===== src/rtl/aes_key_scheduler.sv =====
// Sequential AES-128 key expansion: one round key per clock, streamed with an
// index/valid strobe and accumulated into a full round-key bus.
module aes_key_scheduler #(
    parameter int unsigned NR = 10
) (
    input  logic                    clk,
    input  logic                    rst,
    input  logic [127:0]            key_in,
    input  logic                    key_load,
    output logic                    ready,
    output logic                    rk_valid,
    output logic [3:0]              rk_index,
    output logic [127:0]            rk_out,
    output logic [(NR+1)*128-1:0]   full_key,
    output logic                    keys_ready
);

    localparam int unsigned KW = 128;
    localparam int unsigned FW = (NR + 1) * KW;

    // Forward S-box, entry 0 in the most significant byte.
    localparam logic [2047:0] C_SBOX = {
        128'h637c777bf26b6fc53001672bfed7ab76,
        128'hca82c97dfa5947f0add4a2af9ca472c0,
        128'hb7fd9326363ff7cc34a5e5f171d83115,
        128'h04c723c31896059a071280e2eb27b275,
        128'h09832c1a1b6e5aa0523bd6b329e32f84,
        128'h53d100ed20fcb15b6acbbe394a4c58cf,
        128'hd0efaafb434d338545f9027f503c9fa8,
        128'h51a3408f929d38f5bcb6da2110fff3d2,
        128'hcd0c13ec5f974417c4a77e3d645d1973,
        128'h60814fdc222a908846eeb814de5e0bdb,
        128'he0323a0a4906245cc2d3ac629195e479,
        128'he7c8376d8dd54ea96c56f4ea657aae08,
        128'hba78252e1ca6b4c6e8dd741f4bbd8b8a,
        128'h703eb5664803f60e613557b986c11d9e,
        128'he1f8981169d98e949b1e87e9ce5528df,
        128'h8ca1890dbfe6426841992d0fb054bb16
    };

    typedef enum logic [1:0] {
        S_IDLE   = 2'd0,
        S_EXPAND = 2'd1,
        S_DONE   = 2'd2
    } state_t;

    function automatic logic [7:0] sbox(input logic [7:0] b);
        logic [10:0] idx;
        idx  = 11'd2047 - {b, 3'b000};
        sbox = C_SBOX[idx -: 8];
    endfunction

    function automatic logic [31:0] sub_word(input logic [31:0] w);
        sub_word = {sbox(w[31:24]), sbox(w[23:16]), sbox(w[15:8]), sbox(w[7:0])};
    endfunction

    // One AES-128 key-schedule step: round key r -> round key r+1.
    function automatic logic [127:0] key_step(input logic [127:0] w, input logic [7:0] rc);
        logic [31:0] w0, w1, w2, w3, t, n4, n5, n6, n7;
        w0 = w[127:96];
        w1 = w[95:64];
        w2 = w[63:32];
        w3 = w[31:0];
        t  = sub_word({w3[23:0], w3[31:24]}) ^ {rc, 24'h000000};
        n4 = w0 ^ t;
        n5 = n4 ^ w1;
        n6 = n5 ^ w2;
        n7 = n6 ^ w3;
        key_step = {n4, n5, n6, n7};
    endfunction

    state_t         r_state;
    state_t         w_state_next;
    logic           w_accept;
    logic           w_emit;
    logic           w_last;
    logic [3:0]     r_round;
    logic [7:0]     r_rcon;
    logic [127:0]   r_w;
    logic [127:0]   w_next_key;
    logic [7:0]     w_rcon_next;

    logic           r_ready;
    logic           r_rk_valid;
    logic [3:0]     r_rk_index;
    logic [127:0]   r_rk_out;
    logic [FW-1:0]  r_full_key;
    logic           r_keys_ready;

    assign w_last      = (r_round == 4'(NR));
    assign w_next_key  = key_step(r_w, r_rcon);
    assign w_rcon_next = {r_rcon[6:0], 1'b0} ^ (r_rcon[7] ? 8'h1b : 8'h00);

    always_ff @(posedge clk) begin
        if (rst) begin
            r_state <= S_IDLE;
        end else begin
            r_state <= w_state_next;
        end
    end

    always_comb begin
        w_state_next = r_state;
        w_accept     = 1'b0;
        w_emit       = 1'b0;
        case (r_state)
            S_IDLE: begin
                if (key_load) begin
                    w_accept     = 1'b1;
                    w_state_next = S_EXPAND;
                end
            end
            S_EXPAND: begin
                w_emit = 1'b1;
                if (w_last) begin
                    w_state_next = S_DONE;
                end
            end
            S_DONE: begin
                if (key_load) begin
                    w_accept     = 1'b1;
                    w_state_next = S_EXPAND;
                end
            end
            default: begin
                w_state_next = S_IDLE;
            end
        endcase
    end

    // Working key, round counter, rcon and all registered outputs.
    always_ff @(posedge clk) begin
        if (rst) begin
            r_round      <= 4'd0;
            r_rcon       <= 8'h01;
            r_w          <= '0;
            r_ready      <= 1'b1;
            r_rk_valid   <= 1'b0;
            r_rk_index   <= 4'd0;
            r_rk_out     <= '0;
            r_full_key   <= '0;
            r_keys_ready <= 1'b0;
        end else begin
            r_rk_valid <= w_emit;
            if (w_accept) begin
                r_w          <= key_in;
                r_round      <= 4'd0;
                r_rcon       <= 8'h01;
                r_ready      <= 1'b0;
                r_keys_ready <= 1'b0;
            end
            if (w_emit) begin
                r_rk_out                          <= r_w;
                r_rk_index                        <= r_round;
                r_full_key[{r_round, 7'b0} +: KW] <= r_w;
                r_w                               <= w_next_key;
                r_rcon                            <= w_rcon_next;
                r_round                           <= r_round + 4'd1;
                if (w_last) begin
                    r_ready      <= 1'b1;
                    r_keys_ready <= 1'b1;
                end
            end
        end
    end

    assign ready      = r_ready;
    assign rk_valid   = r_rk_valid;
    assign rk_index   = r_rk_index;
    assign rk_out     = r_rk_out;
    assign full_key   = r_full_key;
    assign keys_ready = r_keys_ready;

endmodule


===== config.mk =====
export PLATFORM = sky130hd
export DESIGN_NAME = aes_key_scheduler
export DESIGN_NICKNAME = d
export VERILOG_FILES = /design/src/rtl/aes_key_scheduler.sv
export SDC_FILE = /design/constraint.sdc
export NUM_CORES = 2
export LEC_CHECK = 0
export CORE_AREA = 2 2 660 662
export CTS_CLUSTER_DIAMETER = 120
export DETAILED_ROUTE_END_ITERATION = 8
export DIE_AREA = 0 0 662 664
export DONT_BUFFER_PORTS = 1
export GPL_TIMING_DRIVEN = 0
export SLEW_MARGIN = 5
export SYNTH_ARGS = -nofsm -noshare
export SYNTH_HDL_FRONTEND = slang
export SYNTH_SLANG_ARGS = --single-unit

===== constraint.sdc =====
create_clock -name clk -period 4.95 [get_ports clk]
set_input_delay 0.495 -clock clk [delete_from_list [all_inputs] [get_ports clk]]
set_output_delay 0.495 -clock clk [all_outputs]
set_load 0.005 [all_outputs]

-- After elaboration in Yosys (flattened, before gate mapping)
Cells that the tools add are included.
- register bits after elaboration: 1685
- input port bits: 131
- logic and storage cells: 57
- output and inout bits: 1543
- bitwise operators: 6
- $add $sub $neg: 6
- equality and inequality tests: 5
- reductions and logical operators: 4
- mux-type cells: 20
- shifts and indexed selects: 6
- operators by type and width (kind ; number):
    2055-bit by 12-bit indexed part select with 8-bit output (first input constant) ; 4
    1408-bit bitwise mux ; 1
    128-bit by 13-bit variable shift with 1408-bit output (first input constant) ; 1
    128-bit by 13-bit indexed part select with 1408-bit output ; 1
    128-bit 2-to-1 mux ; 2
    32-bit XOR ; 5
    11-bit subtractor (first input constant) ; 4
    8-bit 2-to-1 mux ; 2
    11-bit negation with 13-bit output ; 1
    1-bit 2-to-1 mux ; 9
    4-bit 2-to-1 mux ; 2
    8-bit by 5-bit XOR with 8-bit output ; 1
    5-bit 2-to-1 mux ; 1
    4-bit by 1-bit adder with 4-bit output (second input constant) ; 1
    4-bit equality test (second input constant) ; 1
    2-bit 2-to-1 mux ; 2
    2-bit case mux with 2 select lines ; 1
    2-bit by 1-bit equality test with 1-bit output (second input constant) ; 1
    2-bit equality test (second input constant) ; 1
    2-bit zero test ; 1
    2-bit by 1-bit != test with 1-bit output (second input constant) ; 1
    2-bit != test (second input constant) ; 1
    2-bit AND reduction ; 1
    2-bit nonzero test ; 1
    2-bit OR reduction ; 1

-- Logic depth before layout (Yosys ltp)
- depth after elaboration: 8
- depth in mapped cells: 16
- gate-level depth less buffers: 11

-- Worst setup path after synthesis
OpenSTA, ideal clock, no wires.
- kind: reg-to-reg
- start: register r_w[1]
- end: register r_w[41]
- period minus slack after synthesis: 4230 ps
- setup time: 74 ps
- buffers on the path: 5
- required time: 4876 ps
- cell stages (with the launch flop): 17
- slack: 720 ps
- data arrival time: 4156 ps
- path through: dfxtp_1 clkbuf_1 clkbuf_1 clkbuf_1 inv_1 ha_1 clkbuf_1 nor2b_1 clkbuf_1 o21ai_0 o31ai_1 mux4_2 mux4_2 xor2_1 xnor2_1 or3_1 a31oi_1
- cells in the longest elaborated chain, start to end: 7
- ends and longest elaborated chain (element ; line ; RTL):
    start, declared ; 79 ; logic [127:0] r_w;
    start signal, assigned ; 146 ; r_w <= key_in;
    start signal, assigned ; 156 ; r_w <= w_next_key;
    11-bit subtractor ; 49 ; idx = 11'd2047 - {b, 3'b000};
    2055-bit by 12-bit indexed part select with 8-bit output ; 50 ; sbox = C_SBOX[idx -: 8];
    32-bit XOR ; 64 ; t = sub_word({w3[23:0], w3[31:24]}) ^ {rc, 24'h000000};
    32-bit XOR ; 65 ; n4 = w0 ^ t;
    32-bit XOR ; 66 ; n5 = n4 ^ w1;
    32-bit XOR ; 67 ; n6 = n5 ^ w2;
    128-bit 2-to-1 mux ; 152 ; if (w_emit) begin
No other way between the ends.
A chain may end at the register's enable or synchronous reset.

-- Worst setup path in the final report
- start: register r_w[0]
- end: register r_w[13]
- cells in the longest elaborated chain, start to end: 8
- ends and longest elaborated chain (element ; line ; RTL):
    11-bit subtractor ; 49 ;
    2055-bit by 12-bit indexed part select with 8-bit output ; 50 ;
    32-bit XOR ; 64 ;
    32-bit XOR ; 65 ;
    32-bit XOR ; 66 ;
    32-bit XOR ; 67 ;
    32-bit XOR ; 68 ; n7 = n6 ^ w3;
    128-bit 2-to-1 mux ; 152 ;
No other way between the ends.

==> summary.txt <==
Outcome
  • Status: finished with violations
  • Failing checks: antenna violations, max-capacitance violations, max-slew violations, negative setup slack

Synthesis
  • Post-Synthesis Cells: 10040
  • Synth Area in Adders: 0.9890%
  • Post-Syn Nets: 10230
  • Simple-Gate Fraction of Synth Area: around a quarter
  • Ys Warns: 0
  • Synth async-reset ratio: 0%
  • Most frequent cell after synthesis: nand2_1
  • Leading area contributor after synthesis: dfxtp_1
  • Top cell type's share of synthesized area: between 40% and 50%
  • Mux contribution to synthesized area: 1.808%
  • Top cells by count, synth: 2542 x nand2_1, 1756 x a21oi_1, 1685 x dfxtp_1, 868 x nand3_1, 854 x clkbuf_1
  • Synth top area cells: dfxtp_1 44%, nand2_1 13%, a21oi_1 12%, nand3_1 5.7%, clkbuf_1 4.2%
  • Synthesized cell area: around 76000 um2
  • Number of synthesized flops with an enable pin: 0
  • Post-synthesis sequential area ratio: ~44%
  • Largest family of logic cells by synthesized area: simple AND/OR/NAND/NOR gates
  • Compound-Gate Fraction of Synth Area: approximately a fifth
  • Synth Area per Inst: around 7.6 um2
  • Unique cell type count in the Yosys netlist: 92
  • Top FF cell, synth: dfxtp_1
  • Xor and xnor area share after synthesis: 1.800%
  • Yosys reg bits: approximately 1700

Floorplan
  • Std cell rows: around 240
  • Die area: ~440000 um2
  • Die Wd: around 660 um
  • Initial core utilization: 17.54%
  • # IOs: roughly 1700
  • Chip Height: around 660 um
  • Core box area: approximately 430000 um2

STA
  • Total Neg Setup Slack: -1126 ps
  • Worst clock skew: between 100 and 150 ps
  • Worst-margin pin slew: 1590 ps
  • Tmin final: 5128 ps
  • Final setup fails: 15
  • Final worst path period share: 103.6%
  • RSZ-0062 raised after global routing: no
  • Fmax: ~200 MHz
  • Slew Limit Fails: 77
  • Final Hold Vio Count: 0
  • Fin Hold WS: 65.11 ps
  • Slew headroom: -5.971%
  • Fin worst setup slack: -177.6 ps

Place
  • Post-DP HPWL: just over 500000 um
  • Gpl congestion: between 1 and 1.5
  • Buffers added on ports: 0
  • Post-DP Area: ~85000 um2

Final layout
  • Final nets: between 10000 and 15000
  • Syn-to-layout area delta: 23.38%
  • Cell area after layout: ~94000 um2
  • # fillers: a little under 50000
  • Share of layout cells above drive strength 1: 8.630%

Setup path
  • Critical Path RT: approximately 5800 ps
  • Crit end category: flop
  • Worst Path Max Fanout: 12
  • Critical path class: reg -> reg
  • Worst setup SP type: flop
  • Crit path DAT: 5950 ps

Global routing
  • Gr usage total: about 28%
  • Initial antenna violation count: 215
  • Grt total ovfl: 0
  • Vias in the first global route: 77110
  • First-pass GRT wire length: just over 800000 um
  • Largest net degree at the start of global routing: 17

Route
  • TritonRoute pass-1 iters: 7
  • WL/cell: around 40 um
  • Vias per inst: 5.375
  • Routed wire length: 647300 um
  • Iteration-0 DRC Markers: 13890
  • Via count: roughly 90000
  • DRC: 0
  • Final antenna-violating net count: 1

Power and ir drop
  • Max rail drop VDD: approximately 0.32 mV
  • P per Cell Area: between 600 and 700 nW/um2
  • Total power: 61.11 mW
  • Leak: a little under 30 nW

Clocking
  • Root Driver: clkbuf_16
  • H-tree depth: 4
  • CTS tree: yes
  • CTS sink count: ~1700
  • Clock tree buffer depth: 4
  • Num CTS Buffers: about 200
  • Clock transition at path regs: around 60 ps
  • Worst skew pair latency: between 900 and 1000 ps

Hold path
  • Hold Path Class: in -> reg

Flow run
  • Max_cap viols: 11
## cells by family (layout without fill, tap and decap cells)
family / count (synthesis) / after routing
compound gates: 2720 / 2720
xor+xnor: 145 / 145
fa+ha+maj: 60 / 60
buf+inv: 1184 / 1749
flops: 1685 / 1685
mux: 85 / 85
other cells: 0 / 206
simple gates: 4158 / 4158
## cells in the final DEF, fill, tap and decap left out, types with 46 or more instances in the layout
cell,count
a211oi_1,54
a21oi_1,1755
a22oi_1,112
a31oi_1,76
buf_1,113
buf_12,59
buf_2,128
clkbuf_1,710
clkbuf_16,198
clkbuf_2,181
dfxtp_1,1675
diode_2,206
dlygate4sd3_1,129
ha_1,60
nand2_1,2542
nand2b_1,101
nand3_1,868
nor2_1,227
nor2b_1,106
nor3_1,77
o211ai_1,48
o21ai_0,189
o311ai_0,46
xnor2_1,102
## timing repair
action                                 in CTS  in global routing
endpoints found under the hold margin     129                  0
gates resized for setup                    71                 31
hold buffers                              129                  0
pin swaps                                   4                  4
setup endpoints to repair                 125                103
buffers inserted                            8                  9
## stage by stage
| stage | utilization (%) | cells | setup WS, ps |
|---|---|---|---|
| final | 21.65 | 16540 | -177.6 |
| after global routing | 21.56 | 16390 | 3.563 |
| after CTS | 21.48 | 16330 | 9.809 |
| after detailed placement | 19.58 | 15840 | -2910 |
| after global placement | 19.20 | 15770 | -3230 |
| after floorplan | - | 10040 | 720.0 |
## worst max-delay path: stages (launching register included)
cell	delay, ps
dfxtp_1	400
buf_4	220
inv_2	300
ha_1	390
clkbuf_1	640
nor3b_1	850
a311oi_1	110
o311ai_0	730
a211oi_1	210
a211oi_2	260
buf_4	220
xnor2_1	210
a32o_1	320
o21a_1	180
## power breakdown
group | switching (mW) | leakage, nW | internal [mW] | total (mW)
logic | 22.2 | 12.4 | 7.83 | 30.1
registers | 1.69 | 13.6 | 14.1 | 15.8
clock network | 6.57 | 3.25 | 8.70 | 15.3
## area by class of cell
type	count	area (um2)	area share [%]
Buffer	1127	4766	5.089
Timing Repair Buffer	213	2835	3.027
Inverter	54	221.5	0.2365
Clock inverter	80	982.2	1.049
Tap cell	5734	7174	7.660
Multi-Input combinational cell	7168	37800	40.36
Antenna cell	206	515.5	0.5504
Sequential cell	1685	33740	36.03
Clock buffer	275	5614	5.994
## metal layers
| layer | GRT usage [%] | part of all wire, % | wire, um |
|---|---|---|---|
| met5 | 0.01097 | 0.15 | 1001 |
| met4 | 19.69 | 8.8 | 56780 |
| met3 | 11.40 | 13 | 85440 |
| met2 | 41.85 | 42 | 273500 |
| met1 | 32.14 | 36 | 230600 |
## final timing paths
kind                                                   from                     endpoint  slack, ps  cells after the start
worst max register to register          r_w[0]$_SDFFE_PP0P_         r_w[13]$_SDFFE_PP0P_       -180                     13
worst max-delay path                    r_w[0]$_SDFFE_PP0P_         r_w[13]$_SDFFE_PP0P_       -180                     13
worst min register to register  full_key[1363]$_SDFFE_PP0P_  full_key[1363]$_SDFFE_PP0P_        470                      2
worst min-delay path                                    rst       r_rcon[0]$_SDFFE_PP1P_         70                      2
## flip-flops by register name (all words and copies together) (netlist names), 2 cells and up
name      count
r_w         128
rk_out      128
r_rcon        8
full_key   1408
r_state       2
r_round       4
rk_index      4
No activity file was read; power rests on OpenSTA's default activity.
